<file path="config.mk">
export PLATFORM = sky130hd
export DESIGN_NAME = zombie_target_gen
export DESIGN_NICKNAME = d
export VERILOG_FILES = /design/src/rtl/zombie_pkg.sv /design/src/rtl/btn_sync_edge.sv /design/src/rtl/zombie_target_gen.sv
export SDC_FILE = /design/constraint.sdc
export NUM_CORES = 1
export LEC_CHECK = 0
export BUFFER_PORTS_ARGS = -buffer_cell sky130_fd_sc_hd__buf_2
export CAP_MARGIN = 20
export CORE_MARGIN = 2
export CORE_UTILIZATION = 57
export CTS_BUF_LIST = sky130_fd_sc_hd__clkbuf_16
export DETAILED_ROUTE_END_ITERATION = 10
export PLACE_DENSITY = 0.77
export SYNTH_ARGS = -nofsm -noshare
export SYNTH_HDL_FRONTEND = slang
export SYNTH_SLANG_ARGS = --single-unit
export TNS_END_PERCENT = 20
</file>
<file path="constraint.sdc">
create_clock -name clk -period 11.1 [get_ports clk]
set_input_delay 1.11 -clock clk [delete_from_list [all_inputs] [get_ports clk]]
set_output_delay 1.11 -clock clk [all_outputs]
set_load 0.1 [all_outputs]
</file>
<file path="src/rtl/zombie_pkg.sv">
// Shared types and constants for the punch-zombie target generator.
// Holds the FSM state encoding, the round result and the LFSR tap masks.
package zombie_pkg;

   typedef enum logic [2:0] {
      IDLE,
      SPAWN,
      WAIT,
      FLASH,
      OVER
   } state_t;

   typedef enum logic {
      RES_HIT,
      RES_MISS
   } result_t;

   // Right-shift Galois masks: bit k set means x^(k+1) appears in the polynomial.
   function automatic logic [31:0] lfsr_taps(input int width);
      case (width)
         8:       lfsr_taps = 32'h0000_00B8;  // x^8+x^6+x^5+x^4+1
         16:      lfsr_taps = 32'h0000_B400;  // x^16+x^14+x^13+x^11+1
         default: lfsr_taps = 32'h8020_0003;  // x^32+x^22+x^2+x+1
      endcase
   endfunction

endpackage

</file>
<file path="src/rtl/btn_sync_edge.sv">
// Two-flop synchroniser plus rising-edge detector for a vector of raw buttons.
// The registered edge vector shows a raw rise on the third clock edge.
module btn_sync_edge #(
   parameter int WIDTH = 3
) (
   input  logic             clk,
   input  logic             rst,
   input  logic [WIDTH-1:0] d,
   output logic [WIDTH-1:0] rise
);

   logic [WIDTH-1:0] meta_q;
   logic [WIDTH-1:0] sync_q;
   logic [WIDTH-1:0] dly_q;
   logic [WIDTH-1:0] rise_q;

   // NOTE: non-blocking assignments let every flop sample the pre-edge value,
   // which is what makes this a real shift chain rather than one wire.
   always_ff @(posedge clk or posedge rst) begin
      if (rst) begin
         meta_q <= '0;
         sync_q <= '0;
         dly_q  <= '0;
         rise_q <= '0;
      end else begin
         meta_q <= d;
         sync_q <= meta_q;
         dly_q  <= sync_q;
         rise_q <= sync_q & ~dly_q;
      end
   end

   assign rise = rise_q;

endmodule

</file>
<file path="src/rtl/zombie_target_gen.sv">
// Target generator and hit judge: lights a pseudo-random hole, judges presses,
// keeps score/miss counts and ends the game after MAX_MISS misses.
module zombie_target_gen
   import zombie_pkg::*;
#(
   parameter int          N_HOLES     = 3,
   parameter int          LFSR_W      = 16,
   parameter logic [31:0] SEED        = 32'h0000_ACE1,
   parameter int          TIMEOUT_CYC = 31250000,
   parameter int          FLASH_CYC   = 6250000,
   parameter int          SCORE_W     = 8,
   parameter int          MAX_MISS    = 5
) (
   input  logic               clk,
   input  logic               rst,
   input  logic               start,
   input  logic [N_HOLES-1:0] btn,
   output logic [N_HOLES-1:0] led,
   output logic               hit,
   output logic               miss,
   output logic [SCORE_W-1:0] score,
   output logic [SCORE_W-1:0] misses,
   output logic               game_over
);

   localparam int IDX_W   = (N_HOLES > 1) ? $clog2(N_HOLES) : 1;
   localparam int T_MAX   = (TIMEOUT_CYC > FLASH_CYC) ? TIMEOUT_CYC : FLASH_CYC;
   localparam int TIMER_W = $clog2(T_MAX + 1);

   localparam logic [LFSR_W-1:0]  TAPS     = LFSR_W'(lfsr_taps(LFSR_W));
   localparam logic [LFSR_W-1:0]  SEED_EFF = (SEED[LFSR_W-1:0] == '0) ? LFSR_W'(1)
                                                                      : SEED[LFSR_W-1:0];
   localparam logic [TIMER_W-1:0] T_WAIT   = TIMER_W'(TIMEOUT_CYC - 1);
   localparam logic [TIMER_W-1:0] T_FLASH  = TIMER_W'(FLASH_CYC - 1);
   localparam logic [SCORE_W-1:0] MISS_LIM = SCORE_W'(MAX_MISS);

   state_t               state_q, state_d;
   result_t              result_q, result_d;
   logic [LFSR_W-1:0]    lfsr_q;
   logic [IDX_W-1:0]     target_q, target_d;
   logic [TIMER_W-1:0]   timer_q, timer_d;
   logic [SCORE_W-1:0]   score_q, score_d;
   logic [SCORE_W-1:0]   misses_q, misses_d;
   logic                 blink_q, blink_d;
   logic                 hit_q, hit_d;
   logic                 miss_q, miss_d;
   logic [N_HOLES-1:0]   btn_rise;
   logic [N_HOLES-1:0]   target_oh;
   logic [IDX_W-1:0]     idx_raw;
   logic [IDX_W-1:0]     spawn_idx;

   btn_sync_edge #(
      .WIDTH (N_HOLES)
   ) u_btn_sync_edge (
      .clk  (clk),
      .rst  (rst),
      .d    (btn),
      .rise (btn_rise)
   );

   // Free-running; the all-zero lock-up state is unreachable from a nonzero seed.
   always_ff @(posedge clk or posedge rst) begin
      if (rst) lfsr_q <= SEED_EFF;
      else     lfsr_q <= (lfsr_q >> 1) ^ (lfsr_q[0] ? TAPS : '0);
   end

   assign idx_raw   = IDX_W'(lfsr_q % LFSR_W'(N_HOLES));
   assign target_oh = N_HOLES'(1) << target_q;

   // Bump a repeated pick to the next hole so the same hole never lights twice.
   always_comb begin
      spawn_idx = idx_raw;
      if (N_HOLES > 1 && idx_raw == target_q)
         spawn_idx = (idx_raw == IDX_W'(N_HOLES - 1)) ? '0 : idx_raw + IDX_W'(1);
   end

   always_ff @(posedge clk or posedge rst) begin
      if (rst) begin
         state_q  <= IDLE;
         result_q <= RES_MISS;
         target_q <= '0;
         timer_q  <= '0;
         score_q  <= '0;
         misses_q <= '0;
         blink_q  <= 1'b0;
         hit_q    <= 1'b0;
         miss_q   <= 1'b0;
      end else begin
         state_q  <= state_d;
         result_q <= result_d;
         target_q <= target_d;
         timer_q  <= timer_d;
         score_q  <= score_d;
         misses_q <= misses_d;
         blink_q  <= blink_d;
         hit_q    <= hit_d;
         miss_q   <= miss_d;
      end
   end

   // NOTE: every variable gets a default before the case so no path leaves it
   // unassigned, which is what would otherwise infer a latch.
   always_comb begin
      state_d  = state_q;
      result_d = result_q;
      target_d = target_q;
      timer_d  = timer_q;
      score_d  = score_q;
      misses_d = misses_q;
      blink_d  = blink_q;
      hit_d    = 1'b0;
      miss_d   = 1'b0;

      case (state_q)
         IDLE: ;
         SPAWN: begin
            target_d = spawn_idx;
            timer_d  = T_WAIT;
            state_d  = WAIT;
         end
         WAIT: begin
            timer_d = timer_q - TIMER_W'(1);
            // A press in the timeout cycle still takes priority over the timeout.
            if (btn_rise != '0 || timer_q == '0) begin
               state_d = FLASH;
               timer_d = T_FLASH;
               if (btn_rise == target_oh) begin
                  hit_d    = 1'b1;
                  result_d = RES_HIT;
                  score_d  = (score_q == '1) ? score_q : score_q + SCORE_W'(1);
               end else begin
                  miss_d   = 1'b1;
                  result_d = RES_MISS;
                  misses_d = (misses_q == '1) ? misses_q : misses_q + SCORE_W'(1);
               end
            end
         end
         FLASH: begin
            if (timer_q == '0) begin
               if (misses_q == MISS_LIM) begin
                  state_d = OVER;
                  timer_d = T_FLASH;
                  blink_d = 1'b1;
               end else begin
                  state_d = SPAWN;
               end
            end else begin
               timer_d = timer_q - TIMER_W'(1);
            end
         end
         OVER: begin
            if (timer_q == '0) begin
               timer_d = T_FLASH;
               blink_d = ~blink_q;
            end else begin
               timer_d = timer_q - TIMER_W'(1);
            end
         end
         default: state_d = IDLE;
      endcase

      // start overrides any decision made this cycle, including a pending hit/miss.
      if (start) begin
         state_d  = SPAWN;
         score_d  = '0;
         misses_d = '0;
         hit_d    = 1'b0;
         miss_d   = 1'b0;
      end
   end

   always_comb begin
      led = '0;
      case (state_q)
         WAIT:    led = target_oh;
         FLASH:   led = (result_q == RES_HIT) ? '1 : '0;
         OVER:    led = blink_q ? '1 : '0;
         default: led = '0;
      endcase
   end

   assign game_over = (state_q == OVER);
   assign hit       = hit_q;
   assign miss      = miss_q;
   assign score     = score_q;
   assign misses    = misses_q;

endmodule

</file>
### Yosys cells after proc, flatten, opt, wreduce, memory -nomap -nowiden

Cells that the tools add are included.

| cells by class | value |
|---|---|
| $add $sub $neg | 4 |
| div/mod/pow operators | 1 |
| equality and inequality tests | 20 |
| shift operators | 1 |
| multiplexer cells | 38 |
| bitwise gates (word level) | 4 |
| reduce and logical (&&, ||, !) cells | 16 |

Operators with widths:

| cell | number |
|---|---|
| $mux W25 | 4 |
| $pmux W25 S4 | 1 |
| $mux W8 | 10 |
| $logic_not A25 Y1 | 1 |
| $sub A25 B1 Y25 const B | 1 |
| $mux W3 | 6 |
| $add A8 B1 Y8 const B | 2 |
| $eq A8 B8 Y1 const B | 2 |
| $mod A16 B2 Y16 const B | 1 |
| $mux W16 | 1 |
| $xor A15 B16 Y16 | 1 |
| $pmux W3 S4 | 1 |
| $reduce_and A4 Y1 | 3 |
| $mux W1 | 11 |
| $ne A2 B2 Y1 const B | 5 |
| $ne A3 B3 Y1 const B | 3 |
| $pmux W3 S3 | 1 |
| $eq A8 B3 Y1 const B | 1 |
| $reduce_bool A2 Y1 | 4 |
| $eq A3 B2 Y1 const B | 2 |
| $mux W2 | 2 |
| $ne A2 B1 Y1 const B | 2 |
| $reduce_and A2 Y1 | 2 |
| $reduce_bool A4 Y1 | 1 |
| other kinds (16) | 16 |

| storage, ports and cells | value |
|---|---|
| register bits | 78 |
| input port bits | 6 |
| output and inout port bits | 22 |
| word-level logic and storage cells | 98 |

### Logic depth before layout (Yosys ltp)

Gate-level depths: netlist of run 1.

| depth | value |
|---|---|
| depth after elaboration | 6 |
| mapped depth | 25 |
| depth with buffers taken out | 23 |

### Modules after synthesis

A second synthesis of run 1 with hierarchy kept.

| second synthesis, totals | value |
|---|---|
| cells, all modules | 514 |
| area, all modules | 4668.2 um^2 |

By module, submodules not included:

| module | times used | cells each | area each (um^2) | seq. area each (um^2) |
|---|---|---|---|---|
| zombie_target_gen | 1 | 498 | 4322.9 | 1662.8 |
| btn_sync_edge | 1 | 16 | 345.3 | 300.3 |

### Worst setup path after synthesis of run 1

No wires, ideal clock.

| path | value |
|---|---|
| kind | flip-flop to flip-flop |
| from | reg lfsr_q[15] |
| to | reg target_q[0] |
| library setup time | 87 ps |
| arrival | 5138 ps |
| data required time | 11013 ps |
| path slack | 5876 ps |
| stages on the path, launching flop included | 26 |
| buffers on the path | 2 |
| clock period less this slack | 5224 ps |
| cells stage by stage | dfstp_2 buf_2 inv_1 o211a_1 o32a_2 nand3_1 a31o_2 nand3_2 o21a_1 buf_6 a211o_1 a211oi_2 o22ai_1 ha_1 inv_1 o311ai_1 a221oi_2 nand3_1 o21bai_1 ha_1 inv_1 o221ai_1 a2bb2oi_2 mux2_4 or4b_1 o211ai_1 |

| on the way | value |
|---|---|
| word-level cells in the longest chain between the ends | 4 |
| elaborated cells on any way between the ends | 6 |
| classes of those cells | add/sub (1); div (1); eq/ne (2); mux (2) |

Ends and longest elaborated chain:

| element | RTL line | source |
|---|---|---|
| start, declared | zombie_target_gen.sv:39 | `logic [LFSR_W-1:0] lfsr_q;` |
| start signal, assigned | zombie_target_gen.sv:64 | `else lfsr_q <= (lfsr_q >> 1) ^ (lfsr_q[0] ? TAPS : '0);` |
| $mod A16 B2 Y16 * | zombie_target_gen.sv:67 | `assign idx_raw = IDX_W'(lfsr_q % LFSR_W'(N_HOLES));` |
| $add A2 B1 Y2 or $eq A2 B2 Y1 (tied branches) | zombie_target_gen.sv:74 | `spawn_idx = (idx_raw == IDX_W'(N_HOLES - 1)) ? '0 : idx_raw + IDX_W'(1);` |
| $mux W2 | zombie_target_gen.sv:74 |  |
| $mux W2 * | zombie_target_gen.sv:73 | `if (N_HOLES > 1 && idx_raw == target_q)` |
| end signal, assigned | zombie_target_gen.sv:91 | `target_q <= target_d;` |
| end, declared | zombie_target_gen.sv:40 | `logic [IDX_W-1:0] target_q, target_d;` |

Every way passes the cells marked *; elsewhere a longest branch is shown, timed or not.
A chain may end at the register's enable or synchronous reset.

### Worst setup path in the final report of run 1

| path | value |
|---|---|
| from | reg lfsr_q[13] |
| to | reg target_q[0] |

The elaborated chain is that of the path after synthesis.

==> results.yml, run 1 <==
clock_network:
  cts_root_buf: "clkbuf_16"
  insertion_delay_ns: 0.34
  cts_hold_buf: 0
  path_clk_slew_ns: 0.07
  cts_sinks: 78
  htree_levels: 3
  cts_buffers: 9
  cts_max_path_buffers: 2
  post_cts_buffers: 0
  cts_tree: "built"
  ctsResizeCount: 0
synthesis:
  ys.flop_type: "dfrtp_1"
  syn_inst: 523
  synth_nets: 535
  syn_area_per_cell_um2: 8.83
  ys_ff_latch: 78
  synth_warnings: 0
  synth_area_leaders: "dfrtp_1, dfstp_2, nand2_1"
  yosysTopAreaCellShare: 0.374
  ys_seq_area_frac: 0.425
  synth-async-reset-ratio: 1.00
  yosysUniqueCellTypes: 79
  syn_area_um2: 4620
  yosysTopAreaCell: "dfrtp_1"
  synth_edf_count: 0
power:
  vdd_drop_max_mv: 0.105
  p_leak_nw: 2.22
  power_density_nw_per_um2: 137
floorplanning:
  die_area_um2: 8840
  die_w_um: 94.0
  start_util: 0.592
  pin_count: 28
  placementRows: 32
  coreArea_um2: 7810
  fp.dieH_um: 94.0
timing:
  setup-tns-final_ns: 0
  timing.hold.ws_ns: 0.356
  final_max_slew_viol_count: 0
  final-setup-viol-count: 0
  fin_skew_ns: 0.00723
  rsz0062_at_grt: "false"
  period_share: 0.536
  fin_crit_ns: 5.95
  worst_pin_slew_ns: 0.989
  finalHoldViolations: 0
  max-slew-margin-rel: 0.338
  fmax_mhz: 168
worst_setup_path:
  path_cells: "and4bb_2 > o21ai_0 > a22o_1 > nand2_2 > o311ai_1 > o21a_1 > o211ai_1 > a22oi_1 > o22ai_1 > ha_1 > inv_1 > o311ai_1 > a221oi_2 > nand3_1 > o21bai_1 > ha_1 > inv_1 > o221ai_1 > a2bb2oi_2 > mux2_4 > or4b_1 > o211ai_1"
  rr_worst_depth: 22
  cp_max_fo: 13
  cp-start-kind: "flip-flop"
  r2r-end: "target_q[0]"
  cpMaxStageDelayCell: "dfstp_2"
  crit_arrival_ns: 6.21
  crit_type: "reg -> reg"
  slowest_delay_ns: 0.68
  crit_buf_inv: 2
  rr_startpoint: "lfsr_q[13]"
  end_kind: "flip-flop"
  cp_top_family: "compound AO/OA/AOI/OAI gates"
  required_ns: 11.36
  regToRegSetupSlack_ns: 5.15
global_route:
  grt_first_pass_wirelength_mm: 16.2
  antenna_found_initial: 0
  gr-usage-all-layers: 0.229
  grt_max_degree: 79
  grt_pass1_vias: 3585
  grt_overflow: 0
min_path:
  hold_path_depth: 0
  min-delay-path-class: "reg -> reg"
  worstHoldStart: "u_btn_sync_edge.meta_q[0]"
  whs_endpoint: "u_btn_sync_edge.sync_q[0]"
routing:
  ant_nets: 0
  drc_errors: 0
  wl_per_cell_um: 14.4
  first_iter_violations: 279
  drt_wl_total_mm: 9.30
  vias: 3879
  first_pass_iters: 5
  via_per_inst: 6.00
layout:
  mostFrequentLayoutCell: "dfrtp_1"
  stdcell_count: 646
  finish.net_count: 551
  nFillCells: 612
  syn_to_final_growth_pct: 10.0
  final_layout_size_suffix_gt1_frac: 0.143
  diodes: 0
  final_cell_mix: "dfrtp_1, nand2_1, nor2_1, o21ai_0, a21oi_1"
flow_run:
  cap_violations: 0
placed_design:
  place_inst: 630
  gp_congestion: 0.837
  place.port_buffers: 27
  dpl.hpwl_mm: 6.37
run_status:
  status: "complete, no violations"
-- metrics by stage --
| step | setup WS (ns) | area (um^2) | utilization | total power, mW |
|---|---|---|---|---|
| 4_1_cts | 5.19 | 5080 | 0.651 | 0.703 |
| 6_report | 5.15 | 5080 | 0.651 | 0.697 |
| 2_1_floorplan | 5.88 | 4620 | - | 0.394 |
| 5_1_grt | 4.65 | 5080 | 0.651 | 0.732 |
| 3_5_place_dp | 5.25 | 4780 | 0.613 | 0.414 |
| 3_3_place_gp | 5.48 | 4780 | 0.613 | 0.410 |
-- logic make-up (layout without fill, tap and decap cells) --
family                     after synthesis  in the layout  synth area share
AOI/OAI and AO/OA                      135            135             0.196
muxes                                    5              5            0.0130
xor gates and xnor gates                26             26            0.0493
and+or+nand+nor                        231            231             0.261
DFF                                     78             78             0.425
adders and majority gates                6              6            0.0163
buffers and inverters                   42             63            0.0393
-- power by group --
group	switching [mW]	leakage [nW]	internal (mW)
registers	0.0226	0.946	0.303
clock network	0.129	0.144	0.159
logic	0.0562	1.13	0.0269
total	0.208	2.22	0.489
-- synthesized netlist by cell type (4+ instances only) --
library cell,number
dfrtp_1,69
nand2_1,57
nor2_1,54
o21ai_0,38
a21oi_1,31
nor3_1,28
inv_1,18
xor2_1,18
clkbuf_1,17
nand3_1,12
dfstp_2,9
nor2b_1,9
nand2b_1,8
nor3b_1,8
xnor2_1,8
nor4_1,7
or3_1,7
and2_1,6
and3_1,6
ha_1,6
o211ai_1,6
nand4_1,5
o31ai_1,5
a31oi_1,4
buf_2,4
o21a_1,4
or2_2,4
-- sequential cells by signal (all words and copies together), names as in the netlist --
signal,flops
state_q,3
target_q,2
blink_q,1
misses,8
score,8
hit,1
u_btn_sync_edge.sync_q,3
u_btn_sync_edge.dly_q,3
timer_q,25
u_btn_sync_edge.meta_q,3
lfsr_q,16
miss,1
u_btn_sync_edge.rise,3
result_q,1
-- worst max-delay path by stage --
stage                           from     endpoint  slack (ns)  depth (start not counted)
after CTS                 lfsr_q[13]  target_q[0]        5.19                         22
after global placement    lfsr_q[13]  target_q[0]        5.48                         23
after global routing      lfsr_q[13]  target_q[0]        4.65                         22
final                     lfsr_q[13]  target_q[0]        5.15                         22
after detailed placement  lfsr_q[13]  target_q[0]        5.25                         23
after floorplan           lfsr_q[15]  target_q[0]        5.88                         25
-- layer usage --
metal | vias to the layer above | GRT usage | routed length, um
met5 | - | 0 | 0
met4 | 0 | 0.0857 | 163
met3 | 17 | 0.0530 | 375
met2 | 98 | 0.363 | 4380
met1 | 1835 | 0.307 | 4380
li1 | 1929 | - | -
-- area by class of cell --
class                   instances  area, um^2  area share
clock buffers                   9         225      0.0443
flip-flops and latches         78        1960       0.386
repair buffers                 29         150      0.0296
well taps                     102         128      0.0251
inverters                      18        67.6      0.0133
clock inverters                 7        72.6      0.0143
multi-input cells             403        2470       0.487
-- worst register-to-register path: stages, from the launching register on --
cell	delay, ns
dfstp_2	0.68
and4bb_2	0.27
o21ai_0	0.18
a22o_1	0.24
nand2_2	0.12
o311ai_1	0.53
o21a_1	0.45
o211ai_1	0.16
a22oi_1	0.30
o22ai_1	0.18
ha_1	0.22
inv_1	0.08
o311ai_1	0.10
a221oi_2	0.27
nand3_1	0.14
o21bai_1	0.27
ha_1	0.23
inv_1	0.04
o221ai_1	0.07
a2bb2oi_2	0.41
mux2_4	0.35
or4b_1	0.49
o211ai_1	0.09
Note: power is estimated with default switching activity, not from simulation.
==> run 2, diff against run 1 <==
==> constraint.sdc (replaced) <==
create_clock -name clk -period 5.5 [get_ports clk]
set_input_delay 0.55 -clock clk [delete_from_list [all_inputs] [get_ports clk]]
set_output_delay 0.55 -clock clk [all_outputs]
set_load 0.1 [all_outputs]
==> results.yml, run 2 (synthesis gave the netlist of run 1 again) <==
run_status:
  status: "complete, but fails checks"
  violations: "negative setup slack"
clock_network:
  cts_hold_buf: 0
  htree_levels: 3
  path_clk_slew_ns: 0.06
  cts_buffers: 9
  cts_sinks: 78
  cts_root_buf: "clkbuf_16"
  insertion_delay_ns: 0.33
  cts_tree: "built"
  cts_max_path_buffers: 2
floorplanning:
  start_util: 0.592
  coreArea_um2: 7810
  die_w_um: 94.0
  fp.dieH_um: 94.0
  placementRows: 32
  pin_count: 28
  die_area_um2: 8840
power:
  combPwrFrac: 0.121
  p_total_mw: 1.43
  pwr-share-seq: 0.460
  netSwitchingFraction: 0.284
  vdd_drop_max_mv: 0.224
  p_leak_nw: 2.35
  power_density_nw_per_um2: 266
  internal_power_mw: 1.02
  p_clk_frac: 0.418
  p_sw_uw: 407
timing:
  fmax_mhz: 180
  period_share: 1.01
  finalHoldViolations: 0
  rsz0062_at_grt: "true"
  fin_ws_ns: -0.0689
  final-setup-viol-count: 2
  fin_skew_ns: 0.00615
  max-slew-margin-rel: 0.307
  worst_pin_slew_ns: 1.04
  fin_crit_ns: 5.57
  setup-tns-final_ns: -0.107
  final_max_slew_viol_count: 0
layout:
  multi_input_area_um2: 2620
  mostFrequentLayoutCell: "dfrtp_1"
  finish.net_count: 569
  diodes: 0
  stdcell_area_um2: 5370
  final_layout_size_suffix_gt1_frac: 0.217
  final_core_util: 0.688
  stdcell_count: 664
  syn_to_final_growth_pct: 16.3
  largest_register: "timer_q"
  nFillCells: 604
  final_cell_mix: "dfrtp_1, nand2_1, nor2_1, o21ai_0, a21oi_1"
  reg.largest.list: "timer_q x25, lfsr_q x16"
  seqCellArea_um2: 1960
  largest_reg_flops: 25
routing:
  wl_per_cell_um: 16.2
  drc_errors: 0
  first_pass_iters: 5
  vias: 4069
  ant_nets: 0
  via_per_inst: 6.13
  drt_wl_total_mm: 10.7
  first_iter_violations: 229
placed_design:
  place.port_buffers: 27
  gp_congestion: 0.876
  placed_cell_area_um2: 4810
  place_inst: 634
  dpl.hpwl_mm: 6.60
global_route:
  grt_first_pass_wirelength_mm: 16.7
  gr-usage-all-layers: 0.234
  antenna_found_initial: 0
  grt_pass1_vias: 3699
  grt_overflow: 0
  grt_max_degree: 79
min_path:
  min-delay-path-class: "in -> reg"
worst_setup_path:
  crit_arrival_ns: 5.82
  regToRegSetupSlack_ns: -0.07
  required_ns: 5.75
  cp_max_fo: 6
  cp-start-kind: "flip-flop"
  end_kind: "flip-flop"
  crit_type: "reg -> reg"
flow_run:
  cap_violations: 0
## run 2: worst paths after layout
path                       cells past startpoint                       from                        end
min in group asynchronous                      3                        rst                   score[3]
max reg2reg                                   25                 lfsr_q[13]                target_q[0]
min                                            1                     btn[0]  u_btn_sync_edge.meta_q[0]
max                                           25                 lfsr_q[13]                target_q[0]
max in group asynchronous                      3                        rst                 lfsr_q[12]
min reg2reg                                    0  u_btn_sync_edge.meta_q[0]  u_btn_sync_edge.sync_q[0]
## run 2: area by class of cell
type / count / area share
multi-input combinational: 403 / 0.488
sequential: 78 / 0.366
timing repair buffer: 47 / 0.0533
clock buffer: 9 / 0.0419
tap: 102 / 0.0238
clock inverter: 7 / 0.0144
inverter: 18 / 0.0126
## run 2: power groups by stage
stage	clock network (mW)	registers [mW]	logic, mW
finish	0.598	0.658	0.173
global route	0.635	0.664	0.197
CTS	0.611	0.656	0.174
detailed placement	0	0.666	0.172
global placement	0	0.663	0.164
floorplan	0	0.653	0.143
## run 2: metal layers
metal | wire [um] | GRT usage | vias up
met3 | 390 | 0.0514 | 19
met5 | 0 | 0 | -
met4 | 182 | 0.0713 | 0
met1 | 4760 | 0.311 | 1982
met2 | 5400 | 0.385 | 105
li1 | - | - | 1963
## run 2: timing repair
| action | 4_1_cts | 5_1_grt |
|---|---|---|
| buffers inserted | 1 | 13 |
| setup endpoints to repair | 1 | 2 |
| gates resized for setup | 3 | 31 |
| pin swaps | 0 | 16 |
| endpoints found under the hold margin | 0 | 0 |
## run 2: stage by stage
stage / hold slack [ns] / setup WS (ns)
2_1_floorplan: 0.331 / 0.276
3_5_place_dp: 0.335 / -0.0345
3_3_place_gp: 0.338 / 0.170
4_1_cts: 0.309 / 0.0131
6_report: 0.322 / -0.0689
5_1_grt: 0.304 / -0.288
## run 2: worst max-delay path: stages (launching register included)
cell and delay [ns]:
dfstp_2 0.58, buf_6 0.13, and3b_2 0.21, nor3_2 0.04, o32a_1 0.41, buf_4 0.16, a21oi_1 0.26, nor4_2 0.10
buf_4 0.15, a21oi_2 0.38, o311ai_2 0.22, a22oi_2 0.28, o22ai_2 0.14, ha_2 0.22, inv_2 0.08, o311ai_4 0.10
a221oi_4 0.30, nand3_2 0.12, o21bai_2 0.18, ha_2 0.22, inv_2 0.05, o221ai_2 0.06, a2bb2oi_2 0.21, mux2_4 0.32
or4b_1 0.47, o211ai_1 0.09
==> run 3, diff against run 2 <==
--- a/config.mk
+++ b/config.mk
@@ -7,6 +7,7 @@
 export LEC_CHECK = 0
 export BUFFER_PORTS_ARGS = -buffer_cell sky130_fd_sc_hd__buf_2
 export CAP_MARGIN = 20
+export CORE_ASPECT_RATIO = 0.9
 export CORE_MARGIN = 2
 export CORE_UTILIZATION = 57
 export CTS_BUF_LIST = sky130_fd_sc_hd__clkbuf_16
==> results.yml, run 3 (synthesis gave the netlist of run 1 again) <==
run_status:
  status: "complete, no violations"
timing:
  final-setup-viol-count: 0
  worst_pin_slew_ns: 0.973
  fin_crit_ns: 5.48
  finalHoldViolations: 0
  period_share: 0.997
  final_max_slew_viol_count: 0
  fin_skew_ns: 0.0101
  max-slew-margin-rel: 0.349
  fmax_mhz: 182
global_route:
  grt_max_degree: 69
  grt_busiest_layer: "met2"
  met3_usage: 0.0422
  grtUsageMet1: 0.319
  gr-usage-all-layers: 0.239
  grt_first_pass_wirelength_mm: 17.1
  use_met2: 0.394
  grt_overflow: 0
  antenna_found_initial: 0
  grt_pass1_vias: 3674
flow_run:
  cap_violations: 0
power:
  p_sw_uw: 422
  p_total_mw: 1.41
  internal_power_uw: 984
  p_clk_frac: 0.409
  p_leak_nw: 2.36
  pwr-share-seq: 0.467
  combPwrFrac: 0.124
  vdd_drop_max_mv: 0.174
  netSwitchingFraction: 0.300
  power_density_nw_per_um2: 259
clock_network:
  cts_root_buf: "clkbuf_16"
  htree_levels: 3
  insertion_delay_ns: 0.34
  cts_sinks: 78
  cts_buffers: 9
  cts_tree: "built"
  cts_max_path_buffers: 2
  path_clk_slew_ns: 0.07
worst_setup_path:
  cp-start-kind: "flip-flop"
  cpMaxStageDelayCell: "dfstp_2"
  end_kind: "flip-flop"
  cp_top_family: "compound AO/OA/AOI/OAI gates"
  slowest_delay_ns: 0.57
  crit_top_cell: "o211ai_1"
  crit_arrival_ns: 5.74
  cp_max_fo: 6
  required_ns: 5.75
  crit_type: "reg -> reg"
  crit_buf_inv: 4
layout:
  largest_reg_flops: 25
  syn_to_final_growth_pct: 17.7
  stdcell_count: 665
  stdcell_area_um2: 5440
  final_cell_mix: "dfrtp_1, nand2_1, nor2_1, o21ai_0, a21oi_1"
  diodes: 0
  final_layout_size_suffix_gt1_frac: 0.223
  nFillCells: 607
  final_core_util: 0.684
  finish.net_count: 573
  mostFrequentLayoutCell: "dfrtp_1"
  reg.largest.list: "timer_q x25, lfsr_q x16"
  largest_register: "timer_q"
placed_design:
  gp_congestion: 0.841
  placed_cell_area_um2: 4810
  place_inst: 631
  place.port_buffers: 27
  dpl.hpwl_mm: 6.60
floorplanning:
  die_area_um2: 8840
  die_w_um: 98.9
  coreArea_um2: 7950
  start_util: 0.581
  pin_count: 28
  fp.dieH_um: 89.4
  placementRows: 31
routing:
  vias: 4038
  ant_nets: 0
  drt_wl_total_mm: 10.7
  wl_per_cell_um: 16.1
  first_iter_violations: 247
  first_pass_iters: 5
  via_per_inst: 6.07
  drc_errors: 0
min_path:
  min-delay-path-class: "in -> async"
-- run 3: routing by layer --
layer | wire length (um) | vias up | part of all wire
met5 | 0 | - | 0
met4 | 284 | 0 | 0.027
met3 | 366 | 27 | 0.034
met2 | 5090 | 100 | 0.48
met1 | 4950 | 1939 | 0.46
li1 | - | 1972 | -
-- run 3: power by group through the flow --
stage | clock (mW) | sequential (mW) | combinational [mW]
finish | 0.575 | 0.656 | 0.175
global route | 0.604 | 0.664 | 0.197
CTS | 0.587 | 0.655 | 0.175
detailed placement | 0 | 0.664 | 0.173
global placement | 0 | 0.663 | 0.165
floorplan | 0 | 0.653 | 0.143
-- run 3: per-stage QoR --
step	setup slack, ns	setup TNS [ns]	hold slack, ns
final	0.0188	0	0.111
after global routing	-0.204	-0.378	0.134
after CTS	0.0162	0	0.105
after detailed placement	0.00969	0	0.336
after global placement	0.191	0	0.336
after floorplan	0.276	0	0.331
-- run 3: final cells by class --
type,count,area (um^2),share of cell area
Multi-Input combinational cell,403,2640,0.486
Clock inverter,7,63.8,0.0117
Clock buffer,9,225,0.0414
Sequential cell,78,1970,0.362
Inverter,18,70.1,0.0129
Timing Repair Buffer,51,344,0.0633
Tap cell,99,124,0.0228
-- run 3: repair_timing --
action | in CTS | in global routing
endpoints found under the hold margin | 0 | 0
hold buffers | 0 | 0
buffers inserted | 1 | 17
pin swaps | 0 | 14
setup endpoints to repair | 1 | 2
gates resized for setup | 1 | 36
cloned | 0 | 0
-- run 3: path summary, 6_finish.rpt --
kind	from	end	slack, ns	cells after the start
worst max-delay path	lfsr_q[13]	target_q[0]	0.02	25
worst min-delay path	rst	score[2]	0.11	2
worst max register to register	lfsr_q[13]	target_q[0]	0.02	25
worst min register to register	u_btn_sync_edge.meta_q[1]	u_btn_sync_edge.sync_q[1]	0.35	0
max in group asynchronous	rst	lfsr_q[12]	4.27	3
min in group clk	btn[2]	u_btn_sync_edge.meta_q[2]	0.31	1
